**src/rtl/uart_rx_frame.sv**
```systemverilog
// ----------------------------------------------------------------------------
// uart_rx_frame -- 8-bit UART frame receiver with start/stop checking.
//
// Frame: start(0) + 8 data bits LSB first [+ even parity] + stop(1).
// Optional feature macro: UART_RX_PARITY_EN adds the even-parity bit and
// the PE strobe. When the macro is undefined, PE is tied to 0.
//
// Parameters
//   UBRR        Clk cycles per bit period (4..65535)
// Ports
//   Clk         in   single clock, rising edge
//   Reset       in   asynchronous, active-high
//   RX          in   asynchronous serial line, idle high
//   Load        in   receive enable; dropping it aborts a frame
//   data_out    out  last good byte received
//   data_valid  out  1-cycle strobe, new byte on data_out
//   FE          out  1-cycle framing-error strobe (stop bit sampled 0)
//   PE          out  1-cycle parity-error strobe
//   busy        out  high whenever the FSM is not IDLE
// ----------------------------------------------------------------------------
module uart_rx_frame #(
    parameter int unsigned UBRR = 10415
) (
    input  logic       Clk,
    input  logic       Reset,
    input  logic       RX,
    input  logic       Load,
    output logic [7:0] data_out,
    output logic       data_valid,
    output logic       FE,
    output logic       PE,
    output logic       busy
);

    // Start bit is sampled half a bit after the edge, all later bits one
    // full bit after the previous sample point.
    localparam logic [15:0] HALF_M1 = 16'(UBRR / 2 - 1);
    localparam logic [15:0] FULL_M1 = 16'(UBRR - 1);

`ifdef UART_RX_PARITY_EN
    typedef enum logic [2:0] {IDLE, START, DATA, PARITY, STOP} state_t;
`else
    typedef enum logic [2:0] {IDLE, START, DATA, STOP} state_t;
`endif

    state_t      state_q, state_d;
    logic        rx_meta_q, rx_sync_q, rx_prev_q;
    logic [15:0] cnt_q, cnt_d;
    logic [2:0]  bit_q, bit_d;
    logic [7:0]  shift_q, shift_d;
    logic [7:0]  dout_q, dout_d;
    logic        dv_q, dv_d;
    logic        fe_q, fe_d;
`ifdef UART_RX_PARITY_EN
    logic        pe_q, pe_d;
    logic        par_bad_q, par_bad_d;
`endif
    logic        tick;

    // Sample point reached for the current state.
    assign tick = (state_q == START) ? (cnt_q == HALF_M1) : (cnt_q == FULL_M1);

    always_comb begin
        state_d = state_q;
        cnt_d   = cnt_q + 16'd1;
        bit_d   = bit_q;
        shift_d = shift_q;
        dout_d  = dout_q;
        dv_d    = 1'b0;
        fe_d    = 1'b0;
`ifdef UART_RX_PARITY_EN
        pe_d      = 1'b0;
        par_bad_d = par_bad_q;
`endif
        case (state_q)
            IDLE: begin
                cnt_d = 16'd0;
                // Falling edge of the synchronized line starts a frame.
                if (Load && rx_prev_q && !rx_sync_q) begin
                    state_d = START;
                end
            end
            START: begin
                if (tick) begin
                    cnt_d = 16'd0;
                    bit_d = 3'd0;
                    state_d = rx_sync_q ? IDLE : DATA;  // high = false start
                end
            end
            DATA: begin
                if (tick) begin
                    cnt_d   = 16'd0;
                    shift_d = {rx_sync_q, shift_q[7:1]};
                    bit_d   = bit_q + 3'd1;
                    if (bit_q == 3'd7) begin
`ifdef UART_RX_PARITY_EN
                        state_d = PARITY;
`else
                        state_d = STOP;
`endif
                    end
                end
            end
`ifdef UART_RX_PARITY_EN
            PARITY: begin
                if (tick) begin
                    cnt_d     = 16'd0;
                    // Even parity: data bits plus parity bit XOR to 0.
                    par_bad_d = rx_sync_q ^ (^shift_q);
                    state_d   = STOP;
                end
            end
`endif
            STOP: begin
                if (tick) begin
                    cnt_d   = 16'd0;
                    state_d = IDLE;
                    if (!rx_sync_q) begin
                        fe_d = 1'b1;          // bad stop wins over parity
`ifdef UART_RX_PARITY_EN
                    end else if (par_bad_q) begin
                        pe_d = 1'b1;
`endif
                    end else begin
                        dv_d   = 1'b1;
                        dout_d = shift_q;
                    end
                end
            end
            default: begin
                state_d = IDLE;
                cnt_d   = 16'd0;
            end
        endcase

        // Losing the enable mid-frame discards everything in flight.
        if (!Load && (state_q != IDLE)) begin
            state_d = IDLE;
            cnt_d   = 16'd0;
            dout_d  = dout_q;
            dv_d    = 1'b0;
            fe_d    = 1'b0;
`ifdef UART_RX_PARITY_EN
            pe_d    = 1'b0;
`endif
        end
    end

    always_ff @(posedge Clk or posedge Reset) begin
        if (Reset) begin
            state_q   <= IDLE;
            rx_meta_q <= 1'b1;
            rx_sync_q <= 1'b1;
            rx_prev_q <= 1'b1;
            cnt_q     <= 16'd0;
            bit_q     <= 3'd0;
            shift_q   <= 8'h00;
            dout_q    <= 8'h00;
            dv_q      <= 1'b0;
            fe_q      <= 1'b0;
`ifdef UART_RX_PARITY_EN
            pe_q      <= 1'b0;
            par_bad_q <= 1'b0;
`endif
        end else begin
            state_q   <= state_d;
            rx_meta_q <= RX;
            rx_sync_q <= rx_meta_q;
            rx_prev_q <= rx_sync_q;
            cnt_q     <= cnt_d;
            bit_q     <= bit_d;
            shift_q   <= shift_d;
            dout_q    <= dout_d;
            dv_q      <= dv_d;
            fe_q      <= fe_d;
`ifdef UART_RX_PARITY_EN
            pe_q      <= pe_d;
            par_bad_q <= par_bad_d;
`endif
        end
    end

    assign data_out   = dout_q;
    assign data_valid = dv_q;
    assign FE         = fe_q;
    assign busy       = (state_q != IDLE);
`ifdef UART_RX_PARITY_EN
    assign PE         = pe_q;
`else
    assign PE         = 1'b0;
`endif

endmodule
```
**config.mk**
```make
export PLATFORM = sky130hd
export DESIGN_NAME = uart_rx_frame
export DESIGN_NICKNAME = d
export VERILOG_FILES = /design/src/rtl/uart_rx_frame.sv
export SDC_FILE = /design/constraint.sdc
export NUM_CORES = 1
export LEC_CHECK = 0
export ABC_CLOCK_PERIOD_IN_PS = 4300
export CAP_MARGIN = 5
export CORE_AREA = 2 2 57 59
export CTS_BUF_LIST = sky130_fd_sc_hd__clkbuf_8
export CTS_CLUSTER_DIAMETER = 100
export CTS_CLUSTER_SIZE = 14
export DETAILED_ROUTE_END_ITERATION = 6
export DIE_AREA = 0 0 59 61
export DONT_BUFFER_PORTS = 1
export PLACE_DENSITY_LB_ADDON = 0.2
export SKIP_CTS_REPAIR_TIMING = 1
export SLEW_MARGIN = 0
export SYNTH_ARGS = -nofsm -noshare
export SYNTH_HDL_FRONTEND = slang
export SYNTH_SLANG_ARGS = --single-unit
```
**constraint.sdc**
```tcl
create_clock -name Clk -period 4.3 [get_ports Clk]
set_clock_uncertainty 0.15 [all_clocks]
set_input_delay 0.43 -clock Clk [delete_from_list [all_inputs] [get_ports Clk]]
set_output_delay 0.43 -clock Clk [all_outputs]
set_load 0.005 [all_outputs]
```
Yosys cells after proc, flatten, opt, wreduce, memory -nomap -nowiden
Cells that the tools add are included.
{"block": "totals", "wordCells": 61, "ff_bits": 43, "input_bits": 4, "out_inout_bits": 12}
{"block": "classes", "add_sub_neg": 2, "mux": 22, "n_reduce_logical": 13, "bitwise_logic": 1, "n_eq_ne": 13}
{"operator": "16-bit two-way mux", "n": 3}
{"operator": "3-bit two-way mux", "n": 7}
{"operator": "16-bit by 1-bit adder with 16-bit output, second input constant", "n": 1}
{"operator": "16-bit by 13-bit equality test with 1-bit output, second input constant", "n": 1}
{"operator": "16-bit by 14-bit equality test with 1-bit output, second input constant", "n": 1}
{"operator": "3-bit inequality test, second input constant", "n": 4}
{"operator": "3-bit one-hot mux with 4 select lines", "n": 1}
{"operator": "1-bit two-way mux", "n": 9}
{"operator": "3-bit by 2-bit equality test with 1-bit output, second input constant", "n": 2}
{"operator": "3-bit one-hot mux with 2 select lines", "n": 1}
{"operator": "5-bit AND reduction", "n": 1}
{"operator": "2-bit inequality test, second input constant", "n": 2}
{"operator": "4-bit AND reduction", "n": 1}
{"operator": "3-bit by 1-bit adder with 3-bit output, second input constant", "n": 1}
{"operator": "3-bit by 1-bit equality test with 1-bit output, second input constant", "n": 1}
{"operator": "3-bit equality test, second input constant", "n": 1}
{"operator": "1-bit logical AND", "n": 3}
{"operator": "3-bit logical NOT", "n": 1}
{"operator": "3-bit by 2-bit inequality test with 1-bit output, second input constant", "n": 1}
{"operator": "3-bit AND reduction", "n": 1}
{"operator": "3-bit nonzero test", "n": 1}
{"operator": "3-bit OR reduction", "n": 1}
{"operator": "1-bit logical NOT", "n": 2}
{"operator": "2-bit two-way mux", "n": 1}
{"operator": "other kinds (3)", "n": 3}

Logic depth before layout (Yosys ltp)
Gate-level depths: netlist of the first run.
{"block": "depth", "depth_word": 5, "ltp_mapped": 8}

Least setup slack after synthesis of the first run
No wires, ideal clock.
{"block": "synth_timing", "path_kind": "flip-flop to flip-flop", "from": "register cnt_q[6]", "to": "register shift_q[0]", "setup_time_ps": 125, "period_less_slack_ps": 1958, "required_ps": 4025, "path_stages_with_launch": 6, "arrival_ps": 1683, "setup_slack_ps": 2342, "cell_sequence": "dfrtp_1 and4b_2 and4_2 clkbuf_8 o211ai_2 mux2_2"}
{"block": "synth_via", "elab_chain_cells": 3, "elab_cells_between_ends": 4, "cone_classes": "eq/ne (2); mux (1); reduce/logical (1)"}
{"item": "start: declaration", "line": "48", "rtl": "logic [15:0] cnt_q, cnt_d;"}
{"item": "start signal: assignment", "line": "170", "rtl": "cnt_q <= cnt_d;"}
{"item": "16-bit by 14-bit equality test with 1-bit output or 16-bit by 13-bit equality test with 1-bit output (tied branches)", "line": "61", "rtl": "assign tick = (state_q == START) ? (cnt_q == HALF_M1) : (cnt_q == FULL_M1);"}
{"item": "1-bit two-way mux *", "line": "61"}
{"item": "2-bit AND reduction (no line) *"}
{"item": "end signal: assignment", "line": "172", "rtl": "shift_q <= shift_d;"}
{"item": "end: declaration", "line": "50", "rtl": "logic [7:0] shift_q, shift_d;"}
Every way passes the cells marked *; elsewhere a longest branch is shown, timed or not.
A chain may end at the register's enable or synchronous reset.

Final worst setup path of the first run
{"block": "layout_timing", "from": "register cnt_q[0]", "to": "register dv_q, in the netlist data_valid"}
{"block": "layout_via", "elab_chain_cells": 5, "elab_cells_between_ends": 6, "cone_classes": "eq/ne (2); mux (4)"}
{"item": "16-bit by 14-bit equality test with 1-bit output or 16-bit by 13-bit equality test with 1-bit output (tied branches)", "line": "61"}
{"item": "1-bit two-way mux *", "line": "61"}
{"item": "1-bit two-way mux *", "line": "115", "rtl": "if (tick) begin"}
{"item": "1-bit two-way mux *", "line": "75", "rtl": "case (state_q)"}
{"item": "1-bit two-way mux *", "line": "137", "rtl": "if (!Load && (state_q != IDLE)) begin"}
{"item": "named net dv_d", "line": "52", "rtl": "logic dv_q, dv_d;"}
{"item": "end signal: assignment", "line": "174", "rtl": "dv_q <= dv_d;"}
{"item": "end: declaration", "line": "52"}
Mark *: on every way through the listed nets, which the timed path passes. The rest lies on a longest branch.

==> metrics.txt, run 1 <==
run status=finished, violations left; failing checks=hold timing; R2R Path Start=cnt_q[0]; via count=1307; worst-margin pin slew=0.811 ns; worst setup path endpoint=data_valid; Root Buffer=clkbuf_8; maximum root-to-sink buffer count=2; CTS tree=built; # diodes=0; switching power=149 µW; largest cells by area after synthesis=dfrtp_1 (48%), mux2_2 (8.9%), dfstp_2 (3.9%); global route overflow=0; Mapped Area=2030 µm²; DR vias/cell=6.41; area leader, netlist=dfrtp_1; Async SR Flop Fraction=100%; Rel. slew slack=45.9%; commonest cells in the netlist=dfrtp_1 (39), mux2_2 (16), nor3_1 (14); YS warnings=0; Max Cap Violations=0; crit-path max FO=22; Clock power frac=36.9%; Top Ports=16; EDFF count, synth=0; routed length per placed instance=17.7 µm; reg2reg path depth=6; switching share of total power=22.4%; sequential cell area fraction in the yosys report=52.1%; FP Rows=20; Tcrit/Tclk final=59.9%; Worst EP arrival=2.65 ns; Placer Congestion=0.886; Hold Crit Class=in -> async; Worst setup EP type=flip-flop; Critical Path RT=4.38 ns; cell count after synthesis=169; Clock Latency Late Sink=0.30 ns; Power Density=313 nW/µm²; Routed Antenna Nets=0; number of global-route vias before repair=1303; count leader, synth=dfrtp_1; final slew viol count=0; Critical Path Start=cnt_q[0]; Detail Placement HPWL=2.44 mm; full die area=3600 µm²; global-route wire length before repair=6.07 mm; CP max stage delay=0.70 ns; sequential power share=60.6%; P_int=514 µW; Final Hold Slack=-0.00939 ns; Avg Cell Area, Syn=12.0 µm²; #FFs+latches synth=42; Die H=61 µm; reg2reg end=data_valid; initial antenna violation count=0; Net Count, Synth=177; fmax=388 MHz; static leakage power=0.000933 µW; number of DRC markers in iteration 0=83; DRC=0; final hold violation count=18; Synth Flop Type=dfrtp_1; crit path max-delay cell type=o21a_1; P&R area growth vs syn=4.45%; total CTS buffers=5; total core area=2950 µm²; Initial Util=68.6%; Tmin final=2.57 ns; Crit Path Category=reg -> reg; area fraction of the dominant cell type after synthesis=48.2%; CTS sink count=42; Comb power frac=2.5%; number of setup violations in the final report=0; FF-to-FF setup slack=1.73 ns; final wirelength=3.61 mm; chip width=59 µm; Layout Nets=178; CP Launch Type=flip-flop; CTS clock-pin slew for the worst setup and hold paths=0.08 ns; RSZ-0062 raised after global routing=no; share of layout cells above drive strength 1=21.1%; setup tns final=0 ns; VDD IR max=0.307 mV; GRT Overall Usage=23.0%; post-synth cell types=46; Buffers on Ports=0; htree depth=2; crit-path cells=inv_1, ha_1, nor4b_1, and4_2, o21a_1, and4_1; pin count of the biggest net entering global routing=43; first-pass detailed-route iteration total=4
-- power by group through the flow --
stage / Clock, µW / Combinational, µW / Sequential, µW
after detailed placement: 0 / 16.3 / 409
after global placement: 0 / 15.4 / 409
after CTS: 251 / 16.3 / 402
after global routing: 262 / 19.1 / 402
final: 244 / 16.5 / 402
after floorplan: 0 / 12.8 / 408
-- through the flow --
stage	setup WS, ns	instance area [µm²]	total power (µW)	util [%]	std cells
2_1_floorplan	2.34	2030	421	-	169
3_3_place_gp	1.95	2020	424	68.3	195
3_5_place_dp	1.78	2020	426	68.3	195
4_1_cts	1.74	2110	668	71.3	203
5_1_grt	1.50	2120	683	71.7	204
6_report	1.73	2120	662	71.7	204
-- worst min path at each step --
stage,startpoint,endpoint,slack [ns],depth (start not counted)
floorplan,rx_meta_q,rx_sync_q,0.20,0
global route,Reset,data_out[4],0.03,2
finish,Reset,data_out[4],-0.009,2
global placement,rx_meta_q,rx_sync_q,0.20,0
detailed placement,rx_meta_q,rx_sync_q,0.20,0
CTS,RX,rx_meta_q,-0.04,0
-- layer usage --
metal | track usage [%] | vias to the layer above | routed length [µm]
li1 | - | 617 | -
met1 | 30.0 | 647 | 1640
met2 | 37.5 | 38 | 1740
met3 | 5.76 | 5 | 169
met4 | 8.77 | 0 | 58
met5 | 0 | - | 0
-- cell usage in the layout, fill, tap and decap left out, types with 5 or more instances in the layout --
| cell type | count |
|---|---|
| xnor2_1 | 5 |
| nand2_1 | 6 |
| xor2_1 | 7 |
| dfrtp_1 | 39 |
| clkbuf_8 | 5 |
| inv_1 | 10 |
| nor3_1 | 14 |
| nand3_1 | 5 |
| mux2_2 | 16 |
| nand4_1 | 6 |
-- cells by family after synthesis --
kind of cell	share of synthesized area [%]
compound gates	8.96
xor+xnor	5.19
fa+ha+maj	2.47
buf+inv	4.45
flops	52.1
mux	9.39
other cells	0.185
simple gates	17.3
-- sequential cells by signal, indices dropped and copies added (netlist names), 2 cells and up --
name      count
bit_q         3
cnt_q        16
data_out      8
shift_q       8
state_q       2
-- critical path, delay by kind of cell (launching register included) --
kind,cells,cell delay [ns]
compound gates,1,0.70
fa+ha+maj,1,0.16
buf+inv,1,0.09
flops,1,0.44
simple gates,3,0.97
-- cell type report --
class                      instances  area, µm²
timing repair buffer               2       17.5
clock buffer                       5       68.8
fill                             196        837
multi-input combinational        110        881
sequential                        42       1050
inverter                           9       33.8
clock inverter                     3       18.8
tap                               33       41.3
Power figures use the tool's default switching activity.
==> run 2: changes to the inputs <==
--- a/config.mk
+++ b/config.mk
@@ -5,14 +5,15 @@
 export SDC_FILE = /design/constraint.sdc
 export NUM_CORES = 1
 export LEC_CHECK = 0
-export ABC_CLOCK_PERIOD_IN_PS = 4300
+export ABC_AREA = 1
+export ABC_CLOCK_PERIOD_IN_PS = 2600
 export CAP_MARGIN = 5
-export CORE_AREA = 2 2 57 59
+export CORE_AREA = 2 2 61 63
 export CTS_BUF_LIST = sky130_fd_sc_hd__clkbuf_8
 export CTS_CLUSTER_DIAMETER = 100
 export CTS_CLUSTER_SIZE = 14
 export DETAILED_ROUTE_END_ITERATION = 6
-export DIE_AREA = 0 0 59 61
+export DIE_AREA = 0 0 63 65
 export DONT_BUFFER_PORTS = 1
 export PLACE_DENSITY_LB_ADDON = 0.2
 export SKIP_CTS_REPAIR_TIMING = 1
==> constraint.sdc (replaced) <==
create_clock -name Clk -period 2.6 [get_ports Clk]
set_clock_uncertainty 0.15 [all_clocks]
set_input_delay 0.26 -clock Clk [delete_from_list [all_inputs] [get_ports Clk]]
set_output_delay 0.26 -clock Clk [all_outputs]
set_load 0.005 [all_outputs]
==> metrics.txt, run 2 <==
CTS tree=built; Die H=65 µm; initial antenna violation count=0; sequential power share=51.6%; commonest non-fill, non-tap cell in the layout=nand2_1; Power Density=611 nW/µm²; CP max stage delay=0.41 ns; Tmin final=1.98 ns; htree depth=2; Worst EP arrival=2.01 ns; Root Buffer=clkbuf_8; CTS sink count=42; cell count after synthesis=268; area leader, netlist=dfrtp_1; final hold violation count=1; total core area=3500 µm²; Routed Antenna Nets=0; Worst setup EP type=flip-flop; CP Launch Type=flip-flop; switching power=438 µW; #FFs+latches synth=42; pin count of the biggest net entering global routing=43; commonest cells in the netlist=nand2_1 (78), inv_1 (44), dfrtp_1 (39); delay-heaviest family, CP=simple AND/OR/NAND/NOR gates; Register Area=1050 µm²; final slew viol count=0; FF-to-FF setup slack=0.62 ns; FP Rows=22; Comb power frac=16.9%; Most flops, register=cnt_q; area fraction of the dominant cell type after synthesis=46.2%; Clock Latency Late Sink=0.30 ns; Async SR Flop Fraction=100%; switching share of total power=31.7%; run status=finished, violations left; Hold Path End=cnt_q[14]; Crit Path Category=reg -> reg; DR vias/cell=4.94; Placer Congestion=0.841; Detail Placement HPWL=2.52 mm; EDFF count, synth=0; WP buf/inv=3; Net Count, Synth=276; Clock power frac=31.5%; Rel. slew slack=66.0%; Hold Crit Class=in -> reg; CTS clock-pin slew for the worst setup and hold paths=0.08 ns; global route overflow=0; Layout Nets=282; number of setup violations in the final report=0; reg2reg path depth=10; Mapped Area=2110 µm²; Max Cap Violations=0; Cells on Worst Hold Path=2; number of global-route vias before repair=1463; worst-margin pin slew=0.510 ns; Initial Util=60.5%; share of layout cells above drive strength 1=8.73%; Synth Flop Type=dfrtp_1; R2R Path Start=cnt_q[0]; P&R area growth vs syn=7.28%; YS warnings=0; number of DRC markers in iteration 0=80; static leakage power=0.00117 µW; Tcrit/Tclk final=76.1%; chip width=63 µm; setup tns final=0 ns; count leader, synth=nand2_1; Largest register FFs=16; final wirelength=3.54 mm; crit-path cells=inv_1, ha_1, nand2_1, nor2_1, inv_1, nor2_2, nand3_2, nand2_1, buf_4, nor3_1; crit-path max FO=11; most frequent cells in the layout=nand2_1 (78), inv_1 (44), dfrtp_1 (39), nor2_1 (33), nand3_1 (13); full die area=4100 µm²; # diodes=0; maximum root-to-sink buffer count=2; routed length per placed instance=11.0 µm; sequential cell area fraction in the yosys report=49.9%; Avg Cell Area, Syn=7.89 µm²; reg2reg end=cnt_q[8]; RSZ-0062 raised after global routing=no; DRC=0; fmax=506 MHz; post-synth cell types=31; global-route wire length before repair=6.29 mm; crit path max-delay cell type=dfrtp_1; Multi-input gate area=851 µm²; failing checks=hold timing; Final Hold Slack=-0.000948 ns; fillcell total=299; worst hold path startpoint=Load; first-pass detailed-route iteration total=4; Buffers on Ports=0; GRT Overall Usage=19.8%; Top Ports=16; VDD IR max=0.428 mV; largest cells by area after synthesis=dfrtp_1 (46%), nand2_1 (14%), inv_1 (7.8%); total power=1380 µW; Finished Core Util=64.9%; via count=1596; total CTS buffers=5; P_int=946 µW; Critical Path RT=2.63 ns
## run 2: cell count changes in the layout (fill, tap and decap cells not counted), sizes merged, moves of 9 or more
| cell | change |
|---|---|
| inv | +36 |
| mux2 | -16 |
| nand2 | +72 |
| nor3 | -9 |
| nand3 | +9 |
| nor2 | +34 |
| o21ai | +14 |
## run 2: power groups by stage
stage / Combinational, µW / Clock (µW) / Sequential (µW)
final: 233 / 436 / 715
after global routing: 277 / 471 / 721
after detailed placement: 236 / 0 / 728
after global placement: 233 / 0 / 727
after CTS: 235 / 448 / 715
after floorplan: 193 / 0 / 721
## run 2: kinds of logic (layout without fill, tap and decap cells)
kind of cell / count (synthesis) / count (layout) / synth area share [%]
other cells: 1 / 1 / 0.177
xor+xnor: 5 / 5 / 2.07
fa+ha+maj: 4 / 4 / 2.37
compound gates: 21 / 21 / 5.80
buf+inv: 51 / 58 / 9.83
flops: 42 / 42 / 49.9
simple gates: 144 / 144 / 29.8
## run 2: routing by layer
metal	vias to the layer above	part of all wire, %	track usage (%)
li1	837	-	-
met5	-	0	0
met2	36	44	30.1
met4	0	1.4	8.06
met3	5	4.9	5.73
met1	718	50	26.9
## run 2: area by class of cell
cell class | instances | share of cell area [%]
repair buffers | 4 | 1.55
clock inverters | 3 | 1.10
well taps | 48 | 2.65
multi-input cells | 175 | 37.5
flip-flops and latches | 42 | 46.5
inverters | 46 | 7.62
clock buffers | 5 | 3.04
## run 2: per-stage QoR
step / worst slack, ns / cell area (µm²) / instances / hold slack (ns)
global placement: 0.657 / 2150 / 313 / 0.115
global route: 0.419 / 2270 / 323 / 0.0124
detailed placement: 0.619 / 2150 / 313 / 0.115
floorplan: 0.887 / 2110 / 268 / 0.114
CTS: 0.597 / 2250 / 321 / -0.205
finish: 0.623 / 2270 / 323 / -0.000948
## run 2: how the worst max path moves through the flow
stage,from,end,slack [ns],cells past startpoint
detailed placement,cnt_q[0],cnt_q[8],0.62,10
CTS,cnt_q[0],cnt_q[8],0.60,10
floorplan,cnt_q[0],bit_q[0],0.89,11
global route,cnt_q[0],data_out[2],0.42,9
finish,cnt_q[0],cnt_q[8],0.62,10
global placement,cnt_q[0],cnt_q[8],0.66,10
==> run 3: changes to the inputs <==
--- a/config.mk
+++ b/config.mk
@@ -5,15 +5,15 @@
 export SDC_FILE = /design/constraint.sdc
 export NUM_CORES = 1
 export LEC_CHECK = 0
-export ABC_AREA = 1
-export ABC_CLOCK_PERIOD_IN_PS = 2600
+export ABC_AREA = 0
+export ABC_CLOCK_PERIOD_IN_PS = 1800
 export CAP_MARGIN = 5
-export CORE_AREA = 2 2 61 63
+export CORE_AREA = 2 2 62 64
 export CTS_BUF_LIST = sky130_fd_sc_hd__clkbuf_8
 export CTS_CLUSTER_DIAMETER = 100
 export CTS_CLUSTER_SIZE = 14
 export DETAILED_ROUTE_END_ITERATION = 6
-export DIE_AREA = 0 0 63 65
+export DIE_AREA = 0 0 64 66
 export DONT_BUFFER_PORTS = 1
 export PLACE_DENSITY_LB_ADDON = 0.2
 export SKIP_CTS_REPAIR_TIMING = 1
==> constraint.sdc (replaced) <==
create_clock -name Clk -period 1.8 [get_ports Clk]
set_clock_uncertainty 0.15 [all_clocks]
set_input_delay 0.18 -clock Clk [delete_from_list [all_inputs] [get_ports Clk]]
set_output_delay 0.18 -clock Clk [all_outputs]
set_load 0.005 [all_outputs]
==> metrics.txt, run 3 (synthesized netlist as in run 1, its figures left out) <==
Clock Latency Late Sink=0.30 ns; reg2reg path depth=4; fmax=521 MHz; via count=1473; Max Cap Violations=0; pin count of the biggest net entering global routing=43; commonest non-fill, non-tap cell in the layout=dfrtp_1; RSZ-0062 raised after global routing=yes; first-pass detailed-route iteration total=4; Buffers on Ports=0; Initial Util=57.0%; Routed Antenna Nets=0; Root Buffer=clkbuf_8; total core area=3550 µm²; FP Rows=22; worst-margin pin slew=0.521 ns; Worst setup EP type=flip-flop; # diodes=0; Tcrit/Tclk final=107%; final hold violation count=0; crit-path max FO=8; chip width=64 µm; Most flops, register=cnt_q; GRT Overall Usage=23.8%; DRC=0; Finished Core Util=71.7%; Worst EP arrival=1.96 ns; Rel. slew slack=65.3%; CTS tree=built; total CTS buffers=5; Largest register FFs=16; routed length per placed instance=17.1 µm; number of setup violations in the final report=38; global-route wire length before repair=7.55 mm; full die area=4220 µm²; Hold Crit Class=in -> reg; number of global-route vias before repair=1504; number of DRC markers in iteration 0=104; most frequent cells in the layout=dfrtp_1 (38), buf_4 (30), mux2_2 (13), nor3_2 (13), inv_1 (9); Placer Congestion=0.831; failing checks=setup timing; Critical Path RT=1.84 ns; Top Ports=16; pre-CTS setup slack=-0.162 ns; R2R Path Start=cnt_q[11]; CP Launch Type=flip-flop; final wirelength=4.34 mm; worst hold path startpoint=Load; CTS clock-pin slew for the worst setup and hold paths=0.09 ns; Tmin final=1.92 ns; FF-to-FF setup slack=-0.12 ns; htree depth=2; CTS sink count=42; reg2reg end=shift_q[7]; Worst Slack Setup Final=-0.119 ns; maximum root-to-sink buffer count=2; P&R area growth vs syn=25.6%; share of layout cells above drive strength 1=42.9%; DR vias/cell=5.82; global route overflow=0; Die H=66 µm; Hold Path End=cnt_q[11]; Detail Placement HPWL=3.02 mm; Crit Path Category=reg -> reg; initial antenna violation count=0; static leakage power=0.00112 µW; Layout Nets=212; Cells on Worst Hold Path=3; run status=finished, violations left; final slew viol count=0; Power Density=648 nW/µm²; VDD IR max=0.563 mV
-- run 3: cell count changes in the layout (fill, tap and decap cells not counted), moves of 4 or more --
cell / before / now
buf_4: 2 / 30
inv_1: 44 / 9
mux2_2: 0 / 13
nand2_1: 78 / 6
nand3_1: 13 / 5
nor2_1: 33 / 3
nor3_2: 0 / 13
o2111ai_1: 0 / 4
o211ai_1: 0 / 4
o21ai_0: 10 / 4
o21ai_1: 8 / 0
xor2_1: 3 / 7
-- run 3: metrics by stage --
step	instance area, µm²	total power [µW]	hold slack, ns	setup TNS, ns	std cells
floorplan	2140	1010	0.0345	-3.09	169
global placement	2380	1030	0.0346	-1.29	240
detailed placement	2380	1030	0.0345	-3.43	240
CTS	2470	1660	-0.292	-4.39	248
global route	2540	1720	0.0906	-6.24	253
finish	2540	1650	0.0859	-3.01	253
-- run 3: worst max path at each step --
stage,start,endpoint,slack (ns),depth (start not counted)
after global placement,cnt_q[0],data_out[6],-0.08,6
after global routing,cnt_q[0],data_valid,-0.19,7
final,cnt_q[11],shift_q[7],-0.12,4
after detailed placement,cnt_q[0],data_out[2],-0.16,6
after CTS,cnt_q[0],data_out[2],-0.19,6
after floorplan,cnt_q[0],data_out[0],-0.11,7
-- run 3: final cells by class --
type,count,area [µm²]
well taps,48,60.1
repair buffers,36,298
inverters,9,33.8
fillers,249,1010
flip-flops and latches,42,1060
multi-input cells,110,1000
clock inverters,3,23.8
clock buffers,5,68.8
-- run 3: report_power, final --
| group | leakage [µW] | switching, µW | internal, µW |
|---|---|---|---|
| clock network | 0.0000408 | 355 | 277 |
| logic | 0.000509 | 40.8 | 19.9 |
| registers | 0.000574 | 5.44 | 951 |
| total | 0.00112 | 401 | 1250 |
-- run 3: critical path, stage by stage, from the launching register on --
cell	delay (ns)
dfrtp_1	0.43
and4b_2	0.26
and4_4	0.22
o211ai_4	0.35
mux2_2	0.39
-- run 3: routing by layer --
| metal | vias up | share of wire (%) | track usage [%] |
|---|---|---|---|
| met2 | 41 | 47 | 37.9 |
| met1 | 728 | 45 | 30.8 |
| li1 | 689 | - | - |
| met3 | 15 | 4.7 | 6.81 |
| met5 | - | 0 | 0 |
| met4 | 0 | 3.0 | 8.97 |
